**src/rtl/chip8_mem_arbiter.sv**
```systemverilog
// chip8_mem_arbiter: N-client byte sequencer and response assembler in front of one single-port byte BRAM.
// Define CHIP8_MEM_ARB_FIXED_PRIO_EN for fixed priority (lowest index wins) instead of round-robin.
module chip8_mem_arbiter #(
  parameter int NUM_CLIENTS = 3,
  parameter int ADDR_W = 13,
  parameter int MAX_BYTES = 2,
  parameter int LATENCY = 2
) (
  input  logic clk_in,
  input  logic rst_n_in,
  input  logic [NUM_CLIENTS-1:0] req_valid_in,
  output logic [NUM_CLIENTS-1:0] req_ready_out,
  input  logic [NUM_CLIENTS-1:0] req_we_in,
  input  logic [NUM_CLIENTS*ADDR_W-1:0] req_addr_in,
  input  logic [NUM_CLIENTS*2-1:0] req_size_in,
  input  logic [NUM_CLIENTS*MAX_BYTES*8-1:0] req_data_in,
  output logic [NUM_CLIENTS-1:0] resp_valid_out,
  output logic [MAX_BYTES*8-1:0] resp_data_out,
  output logic [ADDR_W-1:0] mem_addr_out,
  output logic mem_we_out,
  output logic [7:0] mem_data_out,
  input  logic [7:0] mem_data_in,
  output logic busy_out
);
  localparam int N = NUM_CLIENTS;
  localparam int CW = N > 1 ? $clog2(N) : 1;
  localparam int DW = MAX_BYTES * 8;
  localparam logic [1:0] SZ_MAX = 2'(MAX_BYTES - 1);
  typedef enum logic {IDLE, ISSUE} state_t;
  typedef struct packed {
    logic v;
    logic [CW-1:0] cl;
    logic first;
    logic last;
    logic we;
  } tag_t;
  state_t st;
  logic [CW-1:0] cur, c, ptr;
  logic [1:0] k, kk, bi;
  logic [N-1:0] pend, occ;
  logic [CW:0] a1, a2;
  logic fire, last;
  logic [DW-1:0] acc, nacc;
  tag_t tg [LATENCY+1];
  logic we_s [N];
  logic [ADDR_W-1:0] addr_s [N];
  logic [1:0] sz_s [N];
  logic [DW-1:0] dat_s [N];
  function automatic logic [CW-1:0] inc(input logic [CW-1:0] x);
    return (int'(x) == N - 1) ? '0 : x + 1'b1;
  endfunction
  // {found, index}: first set bit of m searching upward from s, wrapping
  function automatic logic [CW:0] pick(input logic [N-1:0] m, input logic [CW-1:0] s);
    logic [CW:0] r;
    r = '0;
    for (int j = N - 1; j >= 0; j--) begin
      int t;
      t = (int'(s) + j) % N;
      if (m[CW'(t)]) r = {1'b1, CW'(t)};
    end
    return r;
  endfunction
`ifdef CHIP8_MEM_ARB_FIXED_PRIO_EN
  localparam bit RR = 1'b0;
  assign ptr = '0;
`else
  localparam bit RR = 1'b1;
  always_ff @(posedge clk_in)
    if (!rst_n_in) ptr <= '0;
    else if (fire && last && a2[CW]) ptr <= inc(a2[CW-1:0]);
    else if (st == IDLE && a1[CW]) ptr <= inc(a1[CW-1:0]);
`endif
  assign req_ready_out = ~occ;
  // A grant from IDLE puts its first byte on the port in the same edge
  always_comb begin
    a1 = pick(pend, ptr);
    c = st == ISSUE ? cur : a1[CW-1:0];
    kk = st == ISSUE ? k : 2'd0;
    fire = st == ISSUE || a1[CW];
    last = kk == sz_s[c];
    bi = sz_s[c] - kk;
    a2 = pick(pend & ~(N'(1) << c), RR ? inc(c) : '0);
    nacc = (tg[LATENCY].first ? '0 : acc << 8) | DW'(mem_data_in);
    busy_out = |pend || st == ISSUE;
    for (int j = 0; j <= LATENCY; j++) busy_out = busy_out | tg[j].v;
  end
  always_ff @(posedge clk_in)
    for (int i = 0; i < N; i++)
      if (req_valid_in[i] && !occ[i]) begin
        we_s[i] <= req_we_in[i];
        addr_s[i] <= req_addr_in[i*ADDR_W +: ADDR_W];
        sz_s[i] <= req_size_in[2*i +: 2] > SZ_MAX ? SZ_MAX : req_size_in[2*i +: 2];
        dat_s[i] <= req_data_in[i*DW +: DW];
      end
  always_ff @(posedge clk_in) begin
    if (!rst_n_in) begin
      st <= IDLE;
      cur <= '0;
      k <= '0;
      pend <= '0;
      occ <= '0;
      acc <= '0;
      resp_valid_out <= '0;
      resp_data_out <= '0;
      mem_addr_out <= '0;
      mem_we_out <= 1'b0;
      mem_data_out <= '0;
      for (int j = 0; j <= LATENCY; j++) tg[j] <= '0;
    end else begin
      occ <= occ & ~resp_valid_out;
      if (fire && last) pend[c] <= 1'b0;
      for (int i = 0; i < N; i++)
        if (req_valid_in[i] && !occ[i]) begin
          occ[i] <= 1'b1;
          pend[i] <= 1'b1;
        end
      mem_we_out <= fire && we_s[c];
      if (fire) begin
        mem_addr_out <= addr_s[c] + ADDR_W'(kk);
        mem_data_out <= 8'(dat_s[c] >> {bi, 3'b000});
      end
      tg[0] <= '{v: fire, cl: c, first: kk == 2'd0, last: last, we: we_s[c]};
      for (int j = 1; j <= LATENCY; j++) tg[j] <= tg[j-1];
      resp_valid_out <= '0;
      if (tg[LATENCY].v) begin
        acc <= nacc;
        if (tg[LATENCY].last) begin
          resp_valid_out[tg[LATENCY].cl] <= 1'b1;
          resp_data_out <= tg[LATENCY].we ? '0 : nacc;
        end
      end
      if (fire) begin
        if (!last) begin
          st <= ISSUE;
          cur <= c;
          k <= kk + 2'd1;
        end else if (a2[CW]) begin
          st <= ISSUE;
          cur <= a2[CW-1:0];
          k <= '0;
        end else st <= IDLE;
      end
    end
  end
endmodule

```
**config.mk**
```make
export PLATFORM = sky130hd
export DESIGN_NAME = chip8_mem_arbiter
export DESIGN_NICKNAME = d
export VERILOG_FILES = /design/src/rtl/chip8_mem_arbiter.sv
export SDC_FILE = /design/constraint.sdc
export NUM_CORES = 1
export LEC_CHECK = 0
export ABC_AREA = 1
export CORE_MARGIN = 2
export CORE_UTILIZATION = 55
export CTS_BUF_LIST = sky130_fd_sc_hd__clkbuf_8 sky130_fd_sc_hd__clkbuf_16
export DETAILED_ROUTE_END_ITERATION = 10
export PLACE_DENSITY = 0.85
export SYNTH_ARGS = -nofsm -noshare
export SYNTH_HDL_FRONTEND = slang
export SYNTH_SLANG_ARGS = --single-unit
```
**constraint.sdc**
```tcl
create_clock -name clk_in -period 5 [get_ports clk_in]
set_input_delay 1 -clock clk_in [delete_from_list [all_inputs] [get_ports clk_in]]
set_output_delay 1 -clock clk_in [all_outputs]
set_load 0.01 [all_outputs]
```
==> results.json, run 1 <==
{
  "clock-sinks": 176,
  "min_path_type": "register to register",
  "start_util": 0.559,
  "required_ns": 5.33,
  "fin_tns_setup_ns": 0,
  "portBuffers": 153,
  "fp.coreArea_um2": 13200,
  "ys.flop_type": "edfxtp_1",
  "cp_num_buf_inv": 4,
  "final-max-slew-violation-count": 0,
  "cts-htree-levels": 4,
  "finalCritPeriodShare": 0.830,
  "ys_warn_count": 0,
  "via_per_inst": 5.42,
  "final_common_cell": "clkdlybuf4s50_1",
  "fin_skew_ns": 0.00756,
  "outcome": "completed",
  "die_y_um": 120,
  "diodes": 0,
  "relSlewSlack": 0.471,
  "dp_hpwl_um": 12400,
  "post-place-ws_ns": 1.00,
  "grt_max_degree": 49,
  "layout_common_cells": "clkdlybuf4s50_1 (153), nand2_1 (138), edfxtp_1 (96)",
  "p_leak_nw": 3.97,
  "gr-total-overflow": 0,
  "cts.path.max_buffers": 2,
  "track_usage": 0.261,
  "use_met2": 0.429,
  "synth-edff-count": 96,
  "wl_per_cell_um": 16.7,
  "drc": 0,
  "worst_pin_slew_ns": 0.791,
  "synth_cell_types": 45,
  "cts_buffers": 17,
  "clockRootBuffer": "clkbuf_16",
  "cts.clk_slew.worst_paths_ns": 0.06,
  "grtUsageMet3": 0.0675,
  "area_growth_pct": 30.4,
  "firstDrtPassIters": 5,
  "grt_pass1_vias": 5801,
  "reg2reg_from": "ptr[0]$_SDFFE_PN0P_",
  "critical_path_class": "register to register",
  "crit_path_end_kind": "register",
  "min_from": "tg[0][0]$_SDFF_PN0_",
  "power_density_nw_per_um2": 564,
  "async_flop_share": 0,
  "clock_latency_ns": 0.43,
  "dieArea_um2": 14400,
  "seq_area_frac_synth": 0.608,
  "critical_path_arrival_ns": 4.48,
  "cts_resized": 0,
  "worstRegToRegCells": 22,
  "rsz0062_at_grt": "no",
  "max_stage_delay_ns": 0.51,
  "finalHoldViolCount": 0,
  "grt_pass1_wl_um": 28500,
  "slowest_stage": "nand2_1",
  "met1_usage": 0.323,
  "avgSynthCellArea_um2": 9.97,
  "gr-max-usage-layer": "met2",
  "rrSetupSlack_ns": 0.85,
  "setup_ws_ns": 0.851,
  "min_period_ns": 4.15,
  "cts_hold_buf": 0,
  "ys_ff_latch": 176,
  "path_cells": "inv_1 > ha_1 > inv_1 > o21ai_0 > nor2_1 > nand3_1 > nand2_2 > nand3_4 > nand2_4 > nand2_1 > o22ai_1 > nor2_1 > ha_1 > a21oi_1 > inv_1 > nand4_1 > nor2_1 > nand2_1 > o21bai_1 > nand3_1 > nand2_1 > inv_1",
  "wl_um": 18100,
  "pin_count": 154,
  "netlist_instances": 740,
  "netlist_area_um2": 7380,
  "hold_end": "tg[0][6]$_SDFF_PN0_",
  "antenna_found_initial": 0,
  "cpLargestDelayFamily": "simple AND/OR/NAND/NOR gates",
  "drv_cap": 0,
  "drive_above_1_share": 0.121,
  "drt_iter0_markers": 535,
  "cts_setup_buffers": 0,
  "r2r-end": "mem_addr_out[9]$_SDFFE_PN0P_",
  "vias": 5863,
  "die_w_um": 120,
  "hold_depth": 2,
  "ir_drop_uv": 329,
  "cp-start-kind": "register",
  "crit_fanout": 22,
  "fmax_ghz": 0.241,
  "place.gp.congestion": 0.933,
  "fin_util": 0.729,
  "row_count": 42,
  "antenna_left": 0,
  "setup_viol": 0,
  "cts_tree": "done",
  "cpMostUsedCell": "inv_1",
  "nNetsFinal": 1010
}
## where the power goes
| group | internal (mW) | total, mW | leakage (nW) | switching, mW |
|---|---|---|---|---|
| Sequential | 1.73 | 1.84 | 1.57 | 0.116 |
| Clock | 0.750 | 1.33 | 0.306 | 0.577 |
| Combinational | 0.806 | 2.26 | 2.10 | 1.45 |
## worst max-delay path by stage
stage | startpoint | to | cells past startpoint
finish | ptr[0]$_SDFFE_PN0P_ | mem_addr_out[9]$_SDFFE_PN0P_ | 22
global route | ptr[0]$_SDFFE_PN0P_ | mem_addr_out[9]$_SDFFE_PN0P_ | 22
CTS | ptr[0]$_SDFFE_PN0P_ | mem_addr_out[9]$_SDFFE_PN0P_ | 22
detailed placement | ptr[0]$_SDFFE_PN0P_ | pend[1]$_SDFFE_PN0P_ | 17
global placement | ptr[0]$_SDFFE_PN0P_ | pend[1]$_SDFFE_PN0P_ | 17
floorplan | ptr[0]$_SDFFE_PN0P_ | pend[0]$_SDFFE_PN0P_ | 20
## registers in the layout, summed over array words and instances (netlist names)
name	count
dat_s	48
addr_s	39
tg	18
resp_data_out	16
mem_addr_out	13
acc	8
mem_data_out	8
sz_s	6
occ	3
pend	3
resp_valid_out	3
we_s	3
cur	2
k	2
ptr	2
mem_we_out	1
st	1
## cells in the mapped netlist, types with 4 or more instances
cell type,count,area [um^2]
inv_1,72,270
o22ai_1,12,75.1
nand3_1,51,255
nand3b_1,4,30.0
inv_2,7,26.3
o21bai_1,4,30.0
dfxtp_1,80,1600
nand4_2,5,62.6
clkbuf_1,13,48.8
nand2_1,138,518
nor2_4,4,45.0
nand2_2,14,87.6
nand3_2,10,100
nor2_1,69,259
nor2_2,8,50.1
nand4_1,18,113
o21ai_1,6,30.0
or2_2,17,106
buf_6,5,56.3
ha_1,7,87.6
buf_4,6,45.0
o21ai_0,42,210
a21oi_1,19,95.1
edfxtp_1,96,2880
## area by class of cell
class / count / area, um^2
multi-input combinational: 459 / 2430
fill: 909 / 3570
sequential: 176 / 4480
clock buffer: 21 / 514
inverter: 80 / 300
tap: 176 / 220
clock inverter: 11 / 86.3
timing repair buffer: 159 / 1580
## through the flow
stage	cells	power [mW]	cell area, um^2	hold slack [ns]
after floorplan	742	3.49	7380	0.390
after global placement	1050	4.00	9010	0.392
after detailed placement	1050	4.07	9010	0.401
after CTS	1082	5.40	9620	0.416
after global routing	1082	5.74	9620	0.434
final	1082	5.43	9620	0.415
## kinds of logic after synthesis
| family | after synthesis | synth area share |
|---|---|---|
| AND/OR/NAND/NOR | 347 | 0.232 |
| adder cells (fa/ha/maj) | 8 | 0.0146 |
| flip-flops | 176 | 0.608 |
| other | 1 | 0.000508 |
| buffers and inverters | 107 | 0.0631 |
| XOR/XNOR | 2 | 0.00492 |
| AO/OA/AOI/OAI | 99 | 0.0774 |
## worst register-to-register path, delay by kind of cell (launching register included)
kind	cells	cell delay [ns]
buffers and inverters	4	0.30
adders and majority gates	2	0.66
and+or+nand+nor	12	2.07
AOI/OAI and AO/OA	4	0.67
DFF	1	0.34
## layer usage
layer  part of all wire  up-vias
met2               0.49      318
met4              0.029        0
li1                   -     2787
met3              0.081       47
met1               0.40     2711
met5                  0        -
Note: power is estimated with default switching activity, not from simulation.
==> run 2, diff against run 1 <==
- CORE_UTILIZATION: 55 -> 46
- PLACE_DENSITY: 0.85 -> 0.76
- clock period: 5 -> 3.8 ns (I/O delays scaled with it)
==> run 2 against run 1 <==
Effect of this change: register-to-register slack worse by 0.42 ns; critical path depth down 3; first-iteration DRC count shrank 31%; setup slack lost 0.42 ns; utilization decreased by 11 points; non-clock buffer count increased by 9; global-route usage is 4.9 points lower; largest cell class unchanged; die area is 19% higher; total power is 33% higher; clock power up 30%; fmax grew 23%.
==> results.json, run 2 (synthesized netlist as in run 1, its figures left out) <==
{
  "outcome": "completed",
  "post-place-ws_ns": 0.173,
  "crit_fanout": 15,
  "rsz0062_at_grt": "no",
  "critical_path_arrival_ns": 3.66,
  "min_period_ns": 3.37,
  "final_common_cell": "clkdlybuf4s50_1",
  "grt_pass1_wl_um": 27700,
  "reg_top3": "dat_s (48), addr_s (39), tg (18)",
  "slowest_stage": "ha_1",
  "hold_end": "tg[0][6]$_SDFF_PN0_",
  "max_stage_delay_ns": 0.35,
  "row_count": 46,
  "fin_util": 0.617,
  "power_density_nw_per_um2": 741,
  "cts_tree": "done",
  "cts_hold_buf": 0,
  "start_util": 0.468,
  "min_path_type": "register to register",
  "p_leak_nw": 4.00,
  "gr-total-overflow": 0,
  "die_w_um": 131,
  "finalCritPeriodShare": 0.886,
  "cts_buffers": 17,
  "cts-htree-levels": 4,
  "track_usage": 0.212,
  "drive_above_1_share": 0.130,
  "drc": 0,
  "largest_register_ff_count": 48,
  "wl_um": 17300,
  "drt_iter0_markers": 370,
  "min_from": "tg[0][0]$_SDFF_PN0_",
  "fp.coreArea_um2": 15800,
  "fmax_ghz": 0.297,
  "antenna_left": 0,
  "instances_no_fill": 1131,
  "setup_viol": 0,
  "post_dp_cell_area_um2": 9100,
  "die_y_um": 131,
  "ir_drop_uv": 515,
  "pin_count": 154,
  "place.gp.congestion": 0.903,
  "vias": 5672,
  "worstRegToRegCells": 19,
  "fin_skew_ns": 0.00749,
  "nNetsFinal": 1019,
  "wl_per_cell_um": 15.3,
  "fin_tns_setup_ns": 0,
  "required_ns": 4.10,
  "top_register": "dat_s",
  "final_cell_area_um2": 9730,
  "cts.clk_slew.worst_paths_ns": 0.06,
  "diodes": 0,
  "portBuffers": 153,
  "cts.path.max_buffers": 2,
  "critical_path_class": "register to register",
  "clock_latency_ns": 0.43,
  "crit_path_end_kind": "register",
  "via_per_inst": 5.02,
  "layout_common_cells": "clkdlybuf4s50_1 (153), nand2_1 (137), edfxtp_1 (96)",
  "final-max-slew-violation-count": 0,
  "whs_ns": 0.411,
  "cp-start-kind": "register",
  "grt_pass1_vias": 5550,
  "firstDrtPassIters": 5,
  "power_mw": 7.21,
  "clock-sinks": 176,
  "dieArea_um2": 17100,
  "rrSetupSlack_ns": 0.43,
  "worst_pin_slew_ns": 0.690,
  "dp_hpwl_um": 12200,
  "finalHoldViolCount": 0,
  "setup_ws_ns": 0.435,
  "area_growth_pct": 32.0,
  "relSlewSlack": 0.540,
  "path_cells": "inv_1 > ha_1 > inv_1 > o21ai_0 > nor2_1 > nand3_1 > nand2_2 > nand3_4 > nand2_8 > nor2_4 > inv_2 > buf_4 > o221ai_1 > ha_1 > clkinvlp_4 > nor2_4 > nand2_1 > o21bai_1 > a21oi_1",
  "drv_cap": 0,
  "clockRootBuffer": "clkbuf_16",
  "grt_max_degree": 45,
  "reg2reg_from": "ptr[0]$_SDFFE_PN0P_",
  "antenna_found_initial": 0,
  "dp.cells": 1095,
  "r2r-end": "pend[0]$_SDFFE_PN0P_",
  "hold_depth": 2
}
## run 2: changes by cell type in the layout (fill, tap and decap cells not counted), moves of 2 or more
| cell | delta |
|---|---|
| clkbuf_16 | -3 |
| clkinvlp_4 | +2 |
| inv_4 | -4 |
| buf_4 | +9 |
| bufinv_16 | +2 |
| inv_6 | +3 |
## run 2: what timing repair did
item	in CTS	in global routing
setup buffers	0	4
resized for setup	0	4
endpoints found under the setup margin	0	16
## run 2: metal layers
metal	routed length [um]	share of wire	up-vias	global-route usage
li1	-	-	2817	-
met2	8340	0.48	225	0.350
met1	7250	0.42	2604	0.271
met5	0	0	-	0
met3	1420	0.082	26	0.0570
met4	267	0.015	0	0.0726
## run 2: worst max-delay path, delay by kind of cell, from the launching register on
kind                     cells  cell delay [ns]
buffers and inverters        5             0.76
adder cells (fa/ha/maj)      2             0.70
flip-flops                   1             0.34
AO/OA/AOI/OAI                4             0.49
AND/OR/NAND/NOR              8             0.95
## run 2: final cells by class
cell class              instances  area [um^2]
fillers                      1314         6040
flip-flops and latches        176         4480
multi-input cells             459         2450
repair buffers                168         1640
clock buffers                  17          425
inverters                      80          304
well taps                     216          270
clock inverters                15          156
## run 2: worst max path at each step
stage,startpoint,endpoint,slack [ns],cells past startpoint
floorplan,ptr[0]$_SDFFE_PN0P_,pend[0]$_SDFFE_PN0P_,0.66,20
global placement,ptr[0]$_SDFFE_PN0P_,mem_addr_out[9]$_SDFFE_PN0P_,0.33,22
detailed placement,ptr[0]$_SDFFE_PN0P_,mem_addr_out[9]$_SDFFE_PN0P_,0.17,22
CTS,ptr[0]$_SDFFE_PN0P_,mem_addr_out[9]$_SDFFE_PN0P_,0.13,22
global route,ptr[0]$_SDFFE_PN0P_,mem_data_out[4]$_SDFFE_PN0P_,0.12,19
finish,ptr[0]$_SDFFE_PN0P_,pend[0]$_SDFFE_PN0P_,0.43,19
## run 2: power by group
part | switching (mW) | internal (mW) | total (mW)
Sequential | 0.133 | 2.27 | 2.40
Clock | 0.750 | 0.978 | 1.73
Combinational | 1.93 | 1.15 | 3.08
Total | 2.81 | 4.40 | 7.21
